File: config.mk
export PLATFORM = sky130hd
export DESIGN_NAME = pwm_wave_synth
export DESIGN_NICKNAME = d
export VERILOG_FILES = /design/src/rtl/pwm_wave_synth.sv
export SDC_FILE = /design/constraint.sdc
export NUM_CORES = 1
export LEC_CHECK = 0
export ABC_CLOCK_PERIOD_IN_PS = 6200
export CORE_UTILIZATION = 60
export CTS_BUF_LIST = sky130_fd_sc_hd__clkbuf_2
export DETAILED_ROUTE_END_ITERATION = 6
export GPL_ROUTABILITY_DRIVEN = 0
export PLACE_DENSITY = 0.82
export SYNTH_ARGS = -nofsm -noshare
export SYNTH_HDL_FRONTEND = slang
export SYNTH_SLANG_ARGS = --single-unit
File: constraint.sdc
create_clock -name sysclk -period 6.2 [get_ports sysclk]
set_input_delay 0.62 -clock sysclk [delete_from_list [all_inputs] [get_ports sysclk]]
set_output_delay 0.62 -clock sysclk [all_outputs]
set_load 0.005 [all_outputs]
File: src/rtl/pwm_wave_synth.sv
// Multi-channel PWM waveform synthesiser: a shared 6-bit PWM counter and phase
// accumulator feed per-channel duty registers (sine/triangle/sawtooth/square).
module pwm_wave_synth #(
  parameter int CHANNELS = 2,
  parameter int ACC_BITS = 16
) (
  input  logic                  sysclk,
  input  logic                  rst_n,
  input  logic                  en,
  input  logic [1:0]            mode,
  input  logic [ACC_BITS-1:0]   freq_word,
  input  logic [6*CHANNELS-1:0] phase_off,
  output logic [CHANNELS-1:0]   pwm_out,
  output logic                  period_tick,
  output logic                  wrap_tick
);

  logic [5:0]          cnt_q, cnt_d;
  logic [ACC_BITS-1:0] acc_q, acc_d;
  logic                wrap_q, wrap_d;
  logic [ACC_BITS:0]   acc_sum;
  logic                boundary;

  // Quarter-symmetric sine table: first half of the cycle, 0..64.
  function automatic logic [6:0] sine_lut(input logic [4:0] i);
    logic [6:0] v;
    case (i)
      5'd0:  v = 7'd0;   5'd1:  v = 7'd0;   5'd2:  v = 7'd1;   5'd3:  v = 7'd1;
      5'd4:  v = 7'd3;   5'd5:  v = 7'd4;   5'd6:  v = 7'd6;   5'd7:  v = 7'd8;
      5'd8:  v = 7'd10;  5'd9:  v = 7'd12;  5'd10: v = 7'd15;  5'd11: v = 7'd18;
      5'd12: v = 7'd21;  5'd13: v = 7'd24;  5'd14: v = 7'd27;  5'd15: v = 7'd30;
      5'd16: v = 7'd34;  5'd17: v = 7'd37;  5'd18: v = 7'd40;  5'd19: v = 7'd43;
      5'd20: v = 7'd46;  5'd21: v = 7'd49;  5'd22: v = 7'd52;  5'd23: v = 7'd54;
      5'd24: v = 7'd56;  5'd25: v = 7'd58;  5'd26: v = 7'd60;  5'd27: v = 7'd61;
      5'd28: v = 7'd63;  5'd29: v = 7'd63;  5'd30: v = 7'd64;  default: v = 7'd64;
    endcase
    return v;
  endfunction

  function automatic logic [6:0] wave(input logic [1:0] m, input logic [5:0] i);
    logic [6:0] v;
    case (m)
      // Second half mirrors the table: 63-i equals ~i[4:0] when i[5] is set.
      2'd0:    v = i[5] ? sine_lut(~i[4:0]) : sine_lut(i[4:0]);
      2'd1:    v = i[5] ? (7'd0 - {i, 1'b0}) : {i, 1'b0};
      2'd2:    v = {1'b0, i};
      default: v = i[5] ? 7'd0 : 7'd64;
    endcase
    return v;
  endfunction

  assign boundary    = (cnt_q == 6'd63);
  assign period_tick = boundary;
  assign wrap_tick   = wrap_q;
  assign acc_sum     = {1'b0, acc_q} + {1'b0, freq_word};

  always_comb begin
    cnt_d  = cnt_q + 6'd1;
    acc_d  = acc_q;
    wrap_d = wrap_q;
    if (boundary) begin
      acc_d  = en ? acc_sum[ACC_BITS-1:0] : '0;
      wrap_d = en & acc_sum[ACC_BITS];
    end
  end

  always_ff @(posedge sysclk or negedge rst_n) begin
    if (!rst_n) begin
      cnt_q  <= '0;
      acc_q  <= '0;
      wrap_q <= 1'b0;
    end else begin
      cnt_q  <= cnt_d;
      acc_q  <= acc_d;
      wrap_q <= wrap_d;
    end
  end

  genvar gi;
  generate
    for (gi = 0; gi < CHANNELS; gi++) begin : g_ch
      logic [5:0] idx;
      logic [6:0] duty_q, duty_d;

      // Index uses the accumulator value from before this boundary's update.
      assign idx = acc_q[ACC_BITS-1 -: 6] + phase_off[6*gi +: 6];

      always_comb begin
        duty_d = duty_q;
        if (boundary) begin
          duty_d = en ? wave(mode, idx) : 7'd0;
        end
      end

      always_ff @(posedge sysclk or negedge rst_n) begin
        if (!rst_n) begin
          duty_q <= 7'd0;
        end else begin
          duty_q <= duty_d;
        end
      end

      // Duty 64 exceeds every counter value, so the output stays high across the wrap.
      assign pwm_out[gi] = ({1'b0, cnt_q} < duty_q);
    end
  endgenerate

endmodule

# Yosys cells after proc, flatten, opt, wreduce, memory -nomap -nowiden
# Memories as Yosys holds them, arrays and structs flattened.
# Index checks and enable logic that the tools add are counted.
[totals]
register_bits = 37
latchBits = 0
ramBits = 0
romBits = 896
inputBits = 33
out_inout_bits = 4
elab_cells = 35
memories = 4
[memory_table]
columns = ["memory", "words", "width", "rd", "rd_ports_with_merged_regs", "wr", "line_no", "source"]
rows = [
  ["(no name shown)", 32, 7, 1, 0, 0, "27", "case (i)"],
  ["(no name shown)", 32, 7, 1, 0, 0, "27", ""],
  ["(no name shown)", 32, 7, 1, 0, 0, "27", ""],
  ["(no name shown)", 32, 7, 1, 0, 0, "27", ""],
]
[op_classes]
add_sub_neg = 6
multipliers = 0
div = 0
magnitude_cmp = 2
n_eq_ne = 3
n_shift = 0
mux = 11
n_bitwise = 3
reduce_logical = 1
[op_table]
columns = ["operator", "count"]
rows = [
  ["7-bit 2-to-1 mux", 8],
  ["7-bit case mux with 3 select lines", 2],
  ["16-bit by 16-bit adder with 17-bit output", 1],
  ["16-bit 2-to-1 mux", 1],
  ["6-bit by 7-bit < comparator with 1-bit output", 2],
  ["1-bit by 7-bit subtractor with 7-bit output (first input constant)", 2],
  ["6-bit adder", 2],
  ["5-bit NOT", 2],
  ["6-bit by 1-bit adder with 6-bit output (second input constant)", 1],
  ["6-bit == test (second input constant)", 1],
  ["2-bit by 1-bit == test with 1-bit output (second input constant)", 1],
  ["2-bit == test (second input constant)", 1],
  ["2-bit logical NOT", 1],
  ["1-bit bitwise AND", 1],
]

# Depth between registers and ports, before layout
# Gate-level depths: netlist of run 1.
# An unclocked memory read counts as a cell.
[logic_depth]
word_depth = 6
ltp_mapped = 11
ltp_nobuf = 10

# Worst setup path after synthesis of run 1
# No wires, ideal clock.
[synth_path]
kind = "input -> register"
from = "in phase_off[7]"
to = "reg g_ch[1].duty_q[4]"
setup_time_ns = 0.126
arrival_ns = 2.935
required_time_ns = 6.074
path_slack_ns = 3.139
stages = 10
n_path_buf = 0
cell_sequence = "ha_1 xor2_1 clkinv_1 ha_1 inv_1 ha_1 nor3_1 a211oi_1 a311oi_1 a221o_1"
[synth_via]
elab_chain_len = 6
word_cells_on_any_way = 9
classes_between = "add/sub: 2; mux: 4; bitwise: 1; memory: 2"
[synth_rtl]
columns = ["item", "line_no", "source"]
rows = [
  ["start: declaration", "12", "input logic [6*CHANNELS-1:0] phase_off,"],
  ["6-bit adder (*)", "86", "assign idx = acc_q[ACC_BITS-1 -: 6] + phase_off[6*gi +: 6];"],
  ["5-bit NOT", "44", "2'd0: v = i[5] ? sine_lut(~i[4:0]) : sine_lut(i[4:0]);"],
  ["memory read 32 x 7 bit", "-", ""],
  ["7-bit 2-to-1 mux", "44", ""],
  ["7-bit case mux with 3 select lines (*)", "42", "case (m)"],
  ["7-bit 2-to-1 mux (*)", "91", "duty_d = en ? wave(mode, idx) : 7'd0;"],
  ["end signal: assignment", "99", "duty_q <= duty_d;"],
  ["end: declaration", "83", "logic [6:0] duty_q, duty_d;"],
]
# Mark *: on every way between the ends. The rest lies on a longest branch, timed or not.
# A chain may end at the register's enable or synchronous reset.

# Worst setup path in the final report of run 1
# Same ends and word-level chain as after synthesis.

==> metrics.cfg, run 1 <==
[hold_path]
hold_class=in -> async

[timing]
fin_crit_sh=0.584
max_freq_mhz=276
finalMaxSlewViolations=0
fin_worst_skew_ns=0.0169
rsz0062_at_grt=no
maxSlewHeadroom=0.190
period_minus_slack_ns=3.62
tns_ns=0
tightest_slew_ns=1.21
setup_violations=0
hold-worst-slack_ns=0.282
hold_viol_final=0

[cells_and_area]
drive_above_1_share=0.0541
stdcell_area_um2=5040
syn_to_final_growth_pct=8.30
final_nets=686
n_antenna_cell=0
postLayoutCoreUtil=0.684
fillerInstances=619

[critical_path]
r2r-start=acc_q[11]
endpoint=g_ch[1].duty_q[4]
cp_top_family=buffers and inverters
setup.worst_path.end_class=register
cpMostUsedCell=ha_1
crit_path_top_delay_cell=xor2_1
cpPeakStageDelay_ns=0.63
critPathKind=in -> reg
r2r_cells=10
startpoint=phase_off[7]
reg2reg_to=g_ch[1].duty_q[4]
r2r_slack_ns=2.65
crit_cells=11
path_buf_inv=3
crit_chain=clkdlybuf4s50_1 > ha_1 > xor2_1 > clkinv_1 > ha_1 > inv_1 > ha_1 > nor3_1 > a211oi_1 > a311oi_1 > a221o_1
start_kind=input port
cp.required_ns=6.54
path_max_fanout=11
cp.arrival_ns=3.95

[grt]
antenna_found_initial=0
grt_max_degree=39
grt-ovfl-total=0
grt_pass1_vias=4287
grtUsageTotal=0.306
grt_pass1_wl_um=20600

[power]
p_seq_frac=0.339
p_switching_uw=284
p_int_uw=442
powerDensity_nw_per_um2=144
power_frac_comb=0.451
ir_drop_mv=0.140
power_frac_clock=0.210
switching_share=0.391
p_leak_uw=0.00213

[floorplanning]
rows=31
core_um2=7370
die_w_um=90.1
ios=37
dieArea_um2=8120
die_y_um=90.1
start_util=0.632

[synth]
synth.avg_cell_area_um2=8.03
yosysSeqAreaShare=0.199
syn_nets=675
synthCells=580
synthFlopType=dfrtp_1
yosys.area.top_type=dfrtp_1
synth_common_cells=61 x ha_1, 52 x nand2_1, 47 x o21ai_0
synth_top_area_frac=0.199
ys_types=76
yosysMostFrequentCell=ha_1
synth_seq_cells=37
syn-cell-area_um2=4660
synth_edf_count=0
ys.warnings.count=0
synthArstFlopShare=1.00
synth_area_leaders=dfrtp_1 20%, ha_1 16%, o21ai_0 5.1%, nand2_1 4.2%, a21oi_1 3.2%

[drt]
remaining_drc_errors=0
ant_nets=0
routed_wl_um=12500
firstDrtPassIters=5
vias_per_cell=6.70
wire_per_inst_um=18.1
vias=4626
drt_iter0_markers=368

[outcome]
outcome=finished clean

[clocking]
clock_latency_ns=0.41
clock_sinks=37
cts_buffer_depth=2
cts_resized=0
cts_tree=done
root_buffer=clkbuf_2
clkTransAtPathRegs_ns=0.21
numCtsBuffers=5
hold_buffers=0
post_cts_buffers=0
htreeDepth=2

[placed_design]
dpl_cell_area_um2=4980
dp.final_hpwl_um=9270
placement.io_buffers=36

[job]
maxCapViolCount=0

## sequential cells by signal (all words and copies together), names as in the netlist
| register | count |
|---|---|
| g_ch.duty_q | 14 |
| wrap_tick | 1 |
| cnt_q | 6 |
| acc_q | 16 |
## routing by layer
metal  part of all wire  GRT usage  vias up
li1                   -          -     2184
met1               0.42      0.409     2202
met2               0.49      0.517      212
met3              0.069     0.0381       28
met4              0.023     0.0874        0
met5                  0          0        -
## layout by cell type (no fill, tap or decap), types with 3 or more instances in the layout
master	netlist	routed
a211oi_1	15	15
a21o_1	13	13
a21oi_1	30	30
a221o_1	3	3
a221oi_1	4	4
a22oi_1	6	6
a31oi_1	6	6
a32o_1	3	3
and3_1	5	5
clkbuf_2	0	5
clkdlybuf4s50_1	0	35
dfrtp_1	37	37
ha_1	61	61
inv_1	31	31
mux2i_1	9	9
nand2_1	52	52
nand2b_1	12	12
nand3_1	17	17
nand4_1	6	6
nand4b_1	3	3
nor2_1	38	38
nor3_1	13	13
nor4_1	3	3
o2111ai_1	6	6
o211ai_1	10	10
o21ai_0	47	47
o21bai_1	3	3
o221ai_1	6	6
o22ai_1	6	6
o31ai_1	9	9
or2_2	7	7
xnor2_1	14	14
xor2_1	15	15
## power by group through the flow
stage	registers, µW	logic, µW	clock network [µW]
floorplan	249	241	0
global placement	250	311	0
detailed placement	250	319	0
CTS	246	321	152
global route	246	357	161
finish	246	327	153
## per-stage QoR
stage	setup slack [ns]	instances	total power, µW
global placement	2.32	683	561
CTS	2.66	690	719
detailed placement	2.22	683	569
global route	2.33	690	764
finish	2.58	690	726
floorplan	3.14	580	491
## cell type report
class,count,area [µm²],area share
Clock inverter,2,35.0,0.00695
Inverter,34,128,0.0253
Tap cell,99,124,0.0246
Clock buffer,5,25.0,0.00496
Timing Repair Buffer,38,370,0.0734
Multi-Input combinational cell,475,3430,0.681
Sequential cell,37,926,0.184
## worst min path at each step
stage,slack (ns),depth (start not counted),startpoint,end
2_1_floorplan,0.32,0,rst_n,acc_q[0]
3_3_place_gp,0.46,2,g_ch[0].duty_q[6],g_ch[0].duty_q[6]
3_5_place_dp,0.47,2,g_ch[0].duty_q[6],g_ch[0].duty_q[6]
4_1_cts,0.31,1,rst_n,acc_q[2]
5_1_grt,0.32,1,rst_n,acc_q[3]
6_report,0.28,1,rst_n,acc_q[3]
## cells by family after synthesis
| logic type | after synthesis | synth area share |
|---|---|---|
| AO/OA/AOI/OAI | 198 | 0.297 |
| adder cells (fa/ha/maj) | 62 | 0.168 |
| buffers and inverters | 68 | 0.0634 |
| multiplexers | 13 | 0.0339 |
| AND/OR/NAND/NOR | 171 | 0.177 |
| flip-flops | 37 | 0.199 |
| XOR/XNOR | 31 | 0.0615 |
Power figures use the tool's default switching activity.
==> run 2: changes to the inputs <==
Settings changed: ABC_CLOCK_PERIOD_IN_PS 6200 to 3300, CORE_UTILIZATION 60 to 56, PLACE_DENSITY 0.82 to 0.8.
Clock period 6.2 ns to 3.3 ns, I/O delays scaled along.
==> run 2 against run 1 <==
Design area grew 3.6%; non-clock buffer count grew 22; sequential power grew 88%; largest power group unchanged; clock-buffer cell count is the same; first-iteration DRC count grew 13%; critical path depth shrank 3.
==> metrics.cfg, run 2 (synthesis results as in run 1) <==
[drt]
routed_wl_um=12900
ant_nets=0
vias=4633
vias_per_cell=6.47
wire_per_inst_um=18.0
firstDrtPassIters=6
drt_iter0_markers=416
remaining_drc_errors=0

[clocking]
hold_buffers=1
numCtsBuffers=5
root_buffer=clkbuf_2
clock_sinks=37
post_cts_buffers=0
cts_resized=0
clock_latency_ns=0.42
htreeDepth=2
clkTransAtPathRegs_ns=0.23
cts_buffer_depth=2
cts_tree=done

[placed_design]
dp.final_hpwl_um=9740
placement.io_buffers=36
dp_slack_ns=0.135

[cells_and_area]
drive_above_1_share=0.0879
n_antenna_cell=0
largest_register_ffs=16
syn_to_final_growth_pct=12.2
largest_register=acc_q
mostFrequentLayoutCells=61 x ha_1, 52 x nand2_1, 47 x o21ai_0, 38 x nor2_1, 37 x dfrtp_1
reg_top3=acc_q (16), g_ch.duty_q (14), cnt_q (6)
layout_commonest_cell=ha_1
postLayoutCoreUtil=0.662
final_nets=708

[floorplanning]
ios=37
core_um2=7890
start_util=0.590
die_y_um=93.2
dieArea_um2=8680
die_w_um=93.2
rows=32

[grt]
grtUsageTotal=0.308
grtUsageMet2=0.527
grt_pass1_vias=4362
grt_pass1_wl_um=21500
use_met3=0.0358
grt-ovfl-total=0
antenna_found_initial=0
grt_max_degree=39
use_met1=0.412
busiest_layer=met2

[timing]
finalMaxSlewViolations=0
tns_ns=0
maxSlewHeadroom=0.412
period_minus_slack_ns=3.04
setup_violations=0
setup_ws_ns=0.264
fin_worst_skew_ns=0.0260
tightest_slew_ns=0.875
max_freq_mhz=329
hold_viol_final=0
fin_crit_sh=0.920
rsz0062_at_grt=no

[power]
p_leak_uw=0.00224
ir_drop_mv=0.173
powerDensity_nw_per_um2=272
power.total_uw=1420

[critical_path]
setup.worst_path.end_class=output pin
start_kind=register
path_max_fanout=4
cp.required_ns=2.97
cp.arrival_ns=2.71
critPathKind=reg -> out

[outcome]
outcome=finished clean

[job]
maxCapViolCount=0

[hold_path]
hold_class=in -> async

## run 2: power by group
part	internal (µW)	switching (µW)
Sequential	459	3.18
Combinational	278	375
Clock	129	175
Total	866	553
## run 2: layout make-up
type / count / area (µm²)
Clock buffer: 5 / 25.0
Multi-Input combinational cell: 475 / 3430
Timing Repair Buffer: 60 / 538
Inverter: 34 / 128
Tap cell: 102 / 128
Sequential cell: 37 / 926
Clock inverter: 3 / 46.3
Fill cell: 672 / 2660
## run 2: worst max-delay path, cell delays in order (launching register included)
cell and delay (ns):
dfrtp_1 0.48, ha_1 0.32, a21o_1 0.16, a21o_1 0.18, a21o_1 0.18, a21o_1 0.19, a21oi_1 0.16, or2_2 0.13
clkdlybuf4s50_1 0.49
## run 2: final timing paths
kind,start,end,slack [ns],cells after the start
min in group sysclk,acc_q[0],acc_q[0],0.52,2
min reg2reg,acc_q[0],acc_q[0],0.52,2
max reg2reg,acc_q[11],g_ch[0].duty_q[3],0.30,9
max,cnt_q[1],pwm_out[1],0.26,8
min,rst_n,cnt_q[4],0.51,2
max in group asynchronous,rst_n,g_ch[0].duty_q[1],2.23,2
## run 2: routing by layer
metal	routed length, µm	part of all wire
met4	237	0.018
met5	0	0
met2	6250	0.48
met1	5620	0.44
met3	793	0.062
## run 2: stage by stage
stage / hold WS (ns) / area (µm²) / instances
6_report: 0.509 / 5230 / 716
5_1_grt: 0.547 / 5230 / 716
3_3_place_gp: 0.457 / 5140 / 707
4_1_cts: 0.521 / 5230 / 716
2_1_floorplan: 0.0344 / 4660 / 580
3_5_place_dp: 0.468 / 5140 / 707
